`src/rtl/sync_timing_gen.sv`:
```
// Raster timing generator: pixel/line counters with hsync, vsync, video_on and frame_start.
// Optional Clk-to-pixel prescaler is compiled in when SYNC_TIMING_GEN_PIXDIV_EN is defined.
module sync_timing_gen #(
  parameter int unsigned H_VISIBLE = 640,
  parameter int unsigned H_FRONT   = 16,
  parameter int unsigned H_SYNC    = 96,
  parameter int unsigned H_BACK    = 48,
  parameter int unsigned V_VISIBLE = 480,
  parameter int unsigned V_FRONT   = 10,
  parameter int unsigned V_SYNC    = 2,
  parameter int unsigned V_BACK    = 33,
  parameter int unsigned CNT_W     = 10,
  parameter int unsigned CLK_DIV   = 2,
  parameter bit          SYNC_POL  = 1'b0
) (
  input  logic             Clk,
  input  logic             Reset,
  input  logic             Enable,
  output logic [CNT_W-1:0] hcount,
  output logic [CNT_W-1:0] vcount,
  output logic             hsync,
  output logic             vsync,
  output logic             video_on,
  output logic             pixel_tick,
  output logic             frame_start
);

  localparam int unsigned H_TOTAL = H_VISIBLE + H_FRONT + H_SYNC + H_BACK;
  localparam int unsigned V_TOTAL = V_VISIBLE + V_FRONT + V_SYNC + V_BACK;

  localparam logic [CNT_W-1:0] H_LAST   = CNT_W'(H_TOTAL - 1);
  localparam logic [CNT_W-1:0] V_LAST   = CNT_W'(V_TOTAL - 1);
  localparam logic [CNT_W-1:0] H_VIS    = CNT_W'(H_VISIBLE);
  localparam logic [CNT_W-1:0] V_VIS    = CNT_W'(V_VISIBLE);
  localparam logic [CNT_W-1:0] HS_START = CNT_W'(H_VISIBLE + H_FRONT);
  localparam logic [CNT_W-1:0] HS_END   = CNT_W'(H_VISIBLE + H_FRONT + H_SYNC - 1);
  localparam logic [CNT_W-1:0] VS_START = CNT_W'(V_VISIBLE + V_FRONT);
  localparam logic [CNT_W-1:0] VS_END   = CNT_W'(V_VISIBLE + V_FRONT + V_SYNC - 1);

  if ((64'(H_TOTAL) > (64'd1 << CNT_W)) || (64'(V_TOTAL) > (64'd1 << CNT_W)) ||
      (CLK_DIV == 0)) begin : gBadConfig
    $error("sync_timing_gen: totals exceed counter range or CLK_DIV is zero");
  end

`ifdef SYNC_TIMING_GEN_PIXDIV_EN
  localparam int unsigned DIV_W = (CLK_DIV > 1) ? $clog2(CLK_DIV) : 1;
  localparam logic [DIV_W-1:0] DIV_LAST = DIV_W'(CLK_DIV - 1);

  logic [DIV_W-1:0] prescale;

  assign pixel_tick = Enable && (prescale == DIV_LAST);

  // Prescaler holds while disabled so the pixel phase survives a pause.
  always_ff @(posedge Clk) begin
    if (Reset) begin
      prescale <= '0;
    end else if (Enable) begin
      prescale <= pixel_tick ? '0 : prescale + 1'b1;
    end
  end
`else
  assign pixel_tick = Enable;
`endif

  logic [CNT_W-1:0] hNext;
  logic [CNT_W-1:0] vNext;
  logic             frameWrap;
  logic             hsyncNext;
  logic             vsyncNext;
  logic             videoOnNext;

  // Next counter values and their decode, so registered strobes align with the counters.
  always_comb begin
    hNext     = hcount;
    vNext     = vcount;
    frameWrap = 1'b0;
    if (pixel_tick) begin
      if (hcount == H_LAST) begin
        hNext = '0;
        if (vcount == V_LAST) begin
          vNext     = '0;
          frameWrap = 1'b1;
        end else begin
          vNext = vcount + 1'b1;
        end
      end else begin
        hNext = hcount + 1'b1;
      end
    end
    hsyncNext   = ((hNext >= HS_START) && (hNext <= HS_END)) ? SYNC_POL : ~SYNC_POL;
    vsyncNext   = ((vNext >= VS_START) && (vNext <= VS_END)) ? SYNC_POL : ~SYNC_POL;
    videoOnNext = (hNext < H_VIS) && (vNext < V_VIS);
  end

  always_ff @(posedge Clk) begin
    if (Reset) begin
      hcount      <= '0;
      vcount      <= '0;
      hsync       <= ~SYNC_POL;
      vsync       <= ~SYNC_POL;
      video_on    <= 1'b1;
      frame_start <= 1'b0;
    end else begin
      hcount      <= hNext;
      vcount      <= vNext;
      hsync       <= hsyncNext;
      vsync       <= vsyncNext;
      video_on    <= videoOnNext;
      frame_start <= frameWrap;
    end
  end

endmodule
```
`config.mk`:
```
export PLATFORM = sky130hd
export DESIGN_NAME = sync_timing_gen
export DESIGN_NICKNAME = d
export VERILOG_FILES = /design/src/rtl/sync_timing_gen.sv
export SDC_FILE = /design/constraint.sdc
export NUM_CORES = 1
export LEC_CHECK = 0
export BUFFER_PORTS_ARGS = -buffer_cell sky130_fd_sc_hd__clkbuf_2
export CORE_UTILIZATION = 53
export DETAILED_ROUTE_END_ITERATION = 16
export GPL_TIMING_DRIVEN = 0
export PLACE_DENSITY = 0.83
export SLEW_MARGIN = 20
export SYNTH_ARGS = -nofsm -noshare
export SYNTH_HDL_FRONTEND = slang
export SYNTH_SLANG_ARGS = --single-unit
```
`constraint.sdc`:
```
create_clock -name Clk -period 2.7 [get_ports Clk]
set_clock_uncertainty 0.1 [all_clocks]
set_input_delay 0.135 -clock Clk [delete_from_list [all_inputs] [get_ports Clk]]
set_output_delay 0.135 -clock Clk [all_outputs]
set_load 0.01 [all_outputs]
```
==> results of run 1 <==
## final timing paths
check | to | slack, ps | cells past startpoint
setup / recovery | vsync$_SDFF_PP1_ | 270 | 8
hold / removal | hcount[1]$_SDFF_PP0_ | 30 | 3
setup reg to reg | vsync$_SDFF_PP1_ | 270 | 8
hold reg to reg | hcount[1]$_SDFF_PP0_ | 410 | 2
## final cells by class
cell class	instances	area, µm²
fillers	213	768
multi-input cells	106	749
flip-flops and latches	24	480
repair buffers	27	140
plain buffers	8	51.3
well taps	28	35.0
clock buffers	3	22.5
inverters	2	7.51
## routing by layer
layer  up-vias  share of wire
li1        559              -
met2        25           0.52
met5         -              0
met3         5          0.031
met4         0          0.012
met1       533           0.44
## critical path: stages, from the launching register on
cell	delay, ps
dfxtp_1	420
ha_1	250
nand4_2	180
nor4b_4	500
buf_6	230
nand3_2	80
xor2_1	190
nor4_4	200
o2111ai_1	150
## power groups by stage
stage	registers, µW	logic, µW	clock network, µW
3_5_place_dp	367	21.1	0
5_1_grt	359	24.4	169
3_3_place_gp	367	20.5	0
4_1_cts	359	22.2	160
6_report	359	22.1	156
2_1_floorplan	368	12.9	0
## synth_stat cells (2+ instances only)
| cell type | n |
|---|---|
| a211oi_1 | 3 |
| a21boi_0 | 2 |
| a21oi_1 | 6 |
| and3_1 | 3 |
| and4_1 | 3 |
| buf_2 | 2 |
| buf_6 | 2 |
| clkbuf_1 | 3 |
| dfxtp_1 | 24 |
| ha_1 | 3 |
| inv_1 | 2 |
| nand2_1 | 9 |
| nand2b_1 | 3 |
| nand3_1 | 6 |
| nand4_1 | 4 |
| nor2_1 | 19 |
| nor3_1 | 4 |
| nor3b_1 | 2 |
| o21ai_0 | 5 |
| xnor2_1 | 6 |
| xor2_1 | 9 |
## timing repair
item	in CTS	in global routing
endpoints found under the hold margin	3	0
buffers inserted	0	0
hold buffers	1	0
## kinds of logic after synthesis
| kind of cell | share of synthesized area |
|---|---|
| XOR/XNOR | 0.115 |
| flip-flops | 0.373 |
| AND/OR/NAND/NOR | 0.327 |
| AO/OA/AOI/OAI | 0.111 |
| adder cells (fa/ha/maj) | 0.0291 |
| buffers and inverters | 0.0456 |
## state kept, by name (all words and copies together) (netlist names)
register and flops:
hcount 10, vsync 1, video_on 1, vcount 10, frame_start 1, hsync 1
## metrics by stage
| step | util | instance area [µm²] |
|---|---|---|
| 2_1_floorplan | - | 1290 |
| 3_3_place_gp | 0.645 | 1450 |
| 3_5_place_dp | 0.645 | 1450 |
| 4_1_cts | 0.659 | 1490 |
| 5_1_grt | 0.659 | 1490 |
| 6_report | 0.659 | 1490 |
==> impl_metrics.tcl, run 1 <==
set metrics [dict create \
    vias 1122 \
    synth-edff-count 0 \
    yosys-top-cells-area "dfxtp_1 37%, xor2_1 6.1%, nor2_1 5.5%" \
    worstSetupPathType "reg2reg" \
    drcViolationCount 0 \
    core_um2 2250 \
    grt_max_degree 13 \
    synth_cell_type_count 41 \
    fin_cells 198 \
    hpwl_um 2060 \
    clkSlewWorstSetupHoldPaths_ps 120 \
    vdd_ir_drop_max_mv 0.290 \
    cts-root-buf "clkbuf_4" \
    routed_wl_um 2780 \
    ios 28 \
    startpoint "hcount[0]$_SDFF_PP0_" \
    r2r_start "hcount[0]$_SDFF_PP0_" \
    finalSetupViolCount 0 \
    syn_to_final_growth_pct 15.3 \
    htree_levels 1 \
    grt_pass1_wl_um 4440 \
    slew_violations 0 \
    grt-ovfl-total 0 \
    status "finished, final reports clean" \
    place_congestion 0.827 \
    worst_pin_slew_ps 463 \
    dp_slack_ps 334 \
    cap_violations 0 \
    synth_area_um2 1290 \
    layout_commonest_cell "clkbuf_2" \
    syn_area_per_cell_um2 9.21 \
    grtUsageMet3 0.0268 \
    syn-num-nets 146 \
    slew-limit-headroom 0.690 \
    cts-buffers-inserted 3 \
    internal_power_uw 418 \
    ys.flop_type "dfxtp_1" \
    syn_inst 140 \
    cts_tree "built" \
    grt.met2_usage 0.434 \
    ant_nets 0 \
    drt-wirelength-per-cell_um 14.0 \
    dieArea_um2 2630 \
    switching_share 0.222 \
    async_flop_share 0 \
    max_clock_freq_ghz 0.411 \
    fp-row-count 17 \
    totalPowerFinal_uw 537 \
    die_w_um 51.3 \
    clock_sinks 24 \
    cp_max_fo 10 \
    fin_crit_sh 0.902 \
    clk_latency_ps 310 \
    first_iter_violations 18 \
    first_pass_iters 4 \
    critPathLaunchType "flop" \
    required_ps 2790 \
    p_leak_uw 0.000604 \
    fin_ws_ps 266 \
    synth_top_area_share 0.373 \
    place_inst 194 \
    antenna_cells 0 \
    cts_resized 0 \
    layout_common_cells "26 x clkbuf_2, 24 x dfxtp_1, 19 x nor2_1, 9 x nand2_1, 9 x xor2_1" \
    hold_start "Enable" \
    power_density_nw_per_um2 361 \
    end_kind "flop" \
    antenna_found_initial 0 \
    gr-usage-met1 0.248 \
    grt_pass1_vias 1024 \
    ys_seq_area_frac 0.373 \
    yosys.area.top_type "dfxtp_1" \
    power_frac_comb 0.041 \
    die_y_um 51.3 \
    period_minus_slack_ps 2430 \
    synth_warnings 0 \
    hold_viol 0 \
    whs_ps 34.2 \
    vias_per_cell 5.67 \
    clock_power_share 0.291 \
    hold_class "in2reg" \
    cts_buffer_depth 2 \
    rsz0062_at_grt "no" \
    port_buffers 26 \
    ys_ff_latch 24 \
    drive_gt1_frac 0.253 \
    seqPwrFrac 0.668 \
    nets 178 \
    tns_ps 0 \
    arrival_ps 2530 \
    grt_usage 0.225 \
    initial_core_util 0.572 \
    busiest_layer "met2" \
    p_sw_uw 119 \
]
(Power assumes the default switching activity.)
==> run 2: changes to the inputs <==
--- a/config.mk
+++ b/config.mk
@@ -5,6 +5,7 @@
 export SDC_FILE = /design/constraint.sdc
 export NUM_CORES = 1
 export LEC_CHECK = 0
+export ABC_AREA = 1
 export BUFFER_PORTS_ARGS = -buffer_cell sky130_fd_sc_hd__clkbuf_2
 export CORE_UTILIZATION = 53
 export DETAILED_ROUTE_END_ITERATION = 16
==> run 2 against run 1 <==
Hold slack better by 42 ps. Synthesized cell count is 37% higher. Core utilization is 0.21 points higher. Power is 0.31% higher. Fmax is 20% higher. Design area is 1.3% higher. Sequential power hardly changed. Clock power hardly changed. Setup slack better by 410 ps. Sequential share of layout area is 0.40 points lower. Critical path type unchanged.
==> impl_metrics.tcl, run 2 <==
set metrics [dict create \
    status "finished, final reports clean" \
    stdcell_area_um2 1510 \
    ant_nets 0 \
    synth-edff-count 0 \
    cts-buffers-inserted 3 \
    hold_viol 0 \
    syn_inst 192 \
    finalSetupViolCount 0 \
    fin_crit_sh 0.750 \
    nets 229 \
    yosys-top-cells-area "dfxtp_1 36%, nand2_1 11%, nor2_1 9.1%" \
    fillers 219 \
    initial_core_util 0.579 \
    period_minus_slack_ps 2020 \
    first_pass_iters 4 \
    regArea_um2 480 \
    core_um2 2280 \
    worstSetupPathType "reg2reg" \
    final_core_util 0.661 \
    synth_cell_type_count 27 \
    multi_input_area_um2 694 \
    cts_resized 0 \
    power_density_nw_per_um2 358 \
    p_leak_uw 0.000733 \
    antenna_cells 0 \
    port_buffers 26 \
    grt_pass1_wl_um 4730 \
    layout_common_cells "38 x nand2_1, 32 x nor2_1, 29 x inv_1, 26 x clkbuf_2, 24 x dfxtp_1" \
    cap_violations 0 \
    yosysMostFrequentCell "nand2_1" \
    routed_wl_um 2940 \
    slew_violations 0 \
    max_clock_freq_ghz 0.494 \
    vdd_ir_drop_max_mv 0.245 \
    vias 1297 \
    cts_hold_buf 0 \
    layout_commonest_cell "nand2_1" \
    grt_max_degree 13 \
    synth_area_um2 1320 \
    grt_usage 0.237 \
    cp_max_fo 10 \
    syn_to_final_growth_pct 14.2 \
    first_iter_violations 37 \
    placed_area_um2 1480 \
    die_w_um 51.9 \
    ys_ff_latch 24 \
    grt_pass1_vias 1183 \
    required_ps 2820 \
    synth_top_area_share 0.365 \
    arrival_ps 2140 \
    top_regs "hcount (10), vcount (10)" \
    fp-row-count 17 \
    cts-root-buf "clkbuf_4" \
    ys.flop_type "dfxtp_1" \
    rsz0062_at_grt "no" \
    hpwl_um 2250 \
    syn_area_per_cell_um2 6.86 \
    drive_gt1_frac 0.199 \
    clkSlewWorstSetupHoldPaths_ps 120 \
    end_kind "flop" \
    ios 28 \
    cts_setup_buffers 0 \
    yosys.area.top_type "dfxtp_1" \
    cts_buffer_depth 2 \
    clock_sinks 24 \
    clk_latency_ps 310 \
    syn-num-nets 198 \
    async_flop_share 0 \
    vias_per_cell 5.21 \
    grt-ovfl-total 0 \
    slew-limit-headroom 0.649 \
    hold_class "in2reg" \
    cts_tree "built" \
    die_y_um 51.9 \
    ys_seq_area_frac 0.365 \
    antenna_found_initial 0 \
    synth_warnings 0 \
    drcViolationCount 0 \
    worst_pin_slew_ps 527 \
    r2r_slack_ps 680 \
    place_congestion 0.875 \
    synthTopCellsByCount "38 x nand2_1, 32 x nor2_1, 29 x inv_1" \
    drt-wirelength-per-cell_um 11.8 \
    critPathLaunchType "flop" \
    tns_ps 0 \
    htree_levels 1 \
    dieArea_um2 2690 \
]
-- run 2: cell types whose count changed after synthesis, sizes merged, moves of 3 or more --
cell | previous run | this run
a211oi | 3 | 0
and3 | 3 | 0
and4 | 3 | 0
inv | 2 | 29
nand2 | 9 | 42
nand2b | 3 | 0
nand3 | 7 | 18
nor2 | 20 | 37
xnor2 | 7 | 1
xor2 | 9 | 3
-- run 2: cells by family after synthesis --
logic type,synth area share
and+or+nand+nor,0.406
buffers and inverters,0.108
DFF,0.365
AOI/OAI and AO/OA,0.0598
xor gates and xnor gates,0.0323
adders and majority gates,0.0285
-- run 2: per-stage QoR --
step	setup slack [ps]	total power (µW)	hold WS, ps	instances
after floorplan	861	383	209	192
after global placement	722	392	374	246
final	676	539	76.3	249
after detailed placement	725	392	386	246
after CTS	675	545	48.9	249
after global routing	543	556	106	249
-- run 2: area by class of cell --
type / instances / share of cell area
inverter: 29 / 0.0723
sequential: 24 / 0.319
timing repair buffer: 26 / 0.0865
tap: 28 / 0.0233
buffer: 5 / 0.0224
clock buffer: 3 / 0.0150
multi-input combinational: 134 / 0.461
-- run 2: final timing paths --
path / start / endpoint / depth (start not counted)
setup / recovery: hcount[0]$_SDFF_PP0_ / vsync$_SDFF_PP1_ / 12
hold / removal: Enable / hcount[0]$_SDFF_PP0_ / 4
setup reg to reg: hcount[0]$_SDFF_PP0_ / vsync$_SDFF_PP1_ / 12
hold reg to reg: hcount[0]$_SDFF_PP0_ / hcount[0]$_SDFF_PP0_ / 2
-- run 2: worst max-delay path, stage by stage (launching register included) --
cell and delay, ps:
dfxtp_1 410, ha_1 240, nand2_1 110, nor2_4 100
nand2_2 80, nor2_4 130, buf_6 170, nand2_4 60
xor2_2 160, nor2_4 120, nand4_1 90, nor2_1 100
nand2_1 50
-- run 2: routing by layer --
metal	share of wire	global-route usage	vias to the layer above
met5	0	0	-
met4	0.0085	0.0901	0
met3	0.047	0.0292	4
met2	0.51	0.434	42
met1	0.44	0.277	587
li1	-	-	664
-- run 2: report_power, final --
part	leakage [µW]	total (µW)	internal (µW)	switching (µW)
Combinational	0.000525	25.9	9.01	16.9
Clock	0.0000138	153	52.1	101
Sequential	0.000194	359	357	2.91
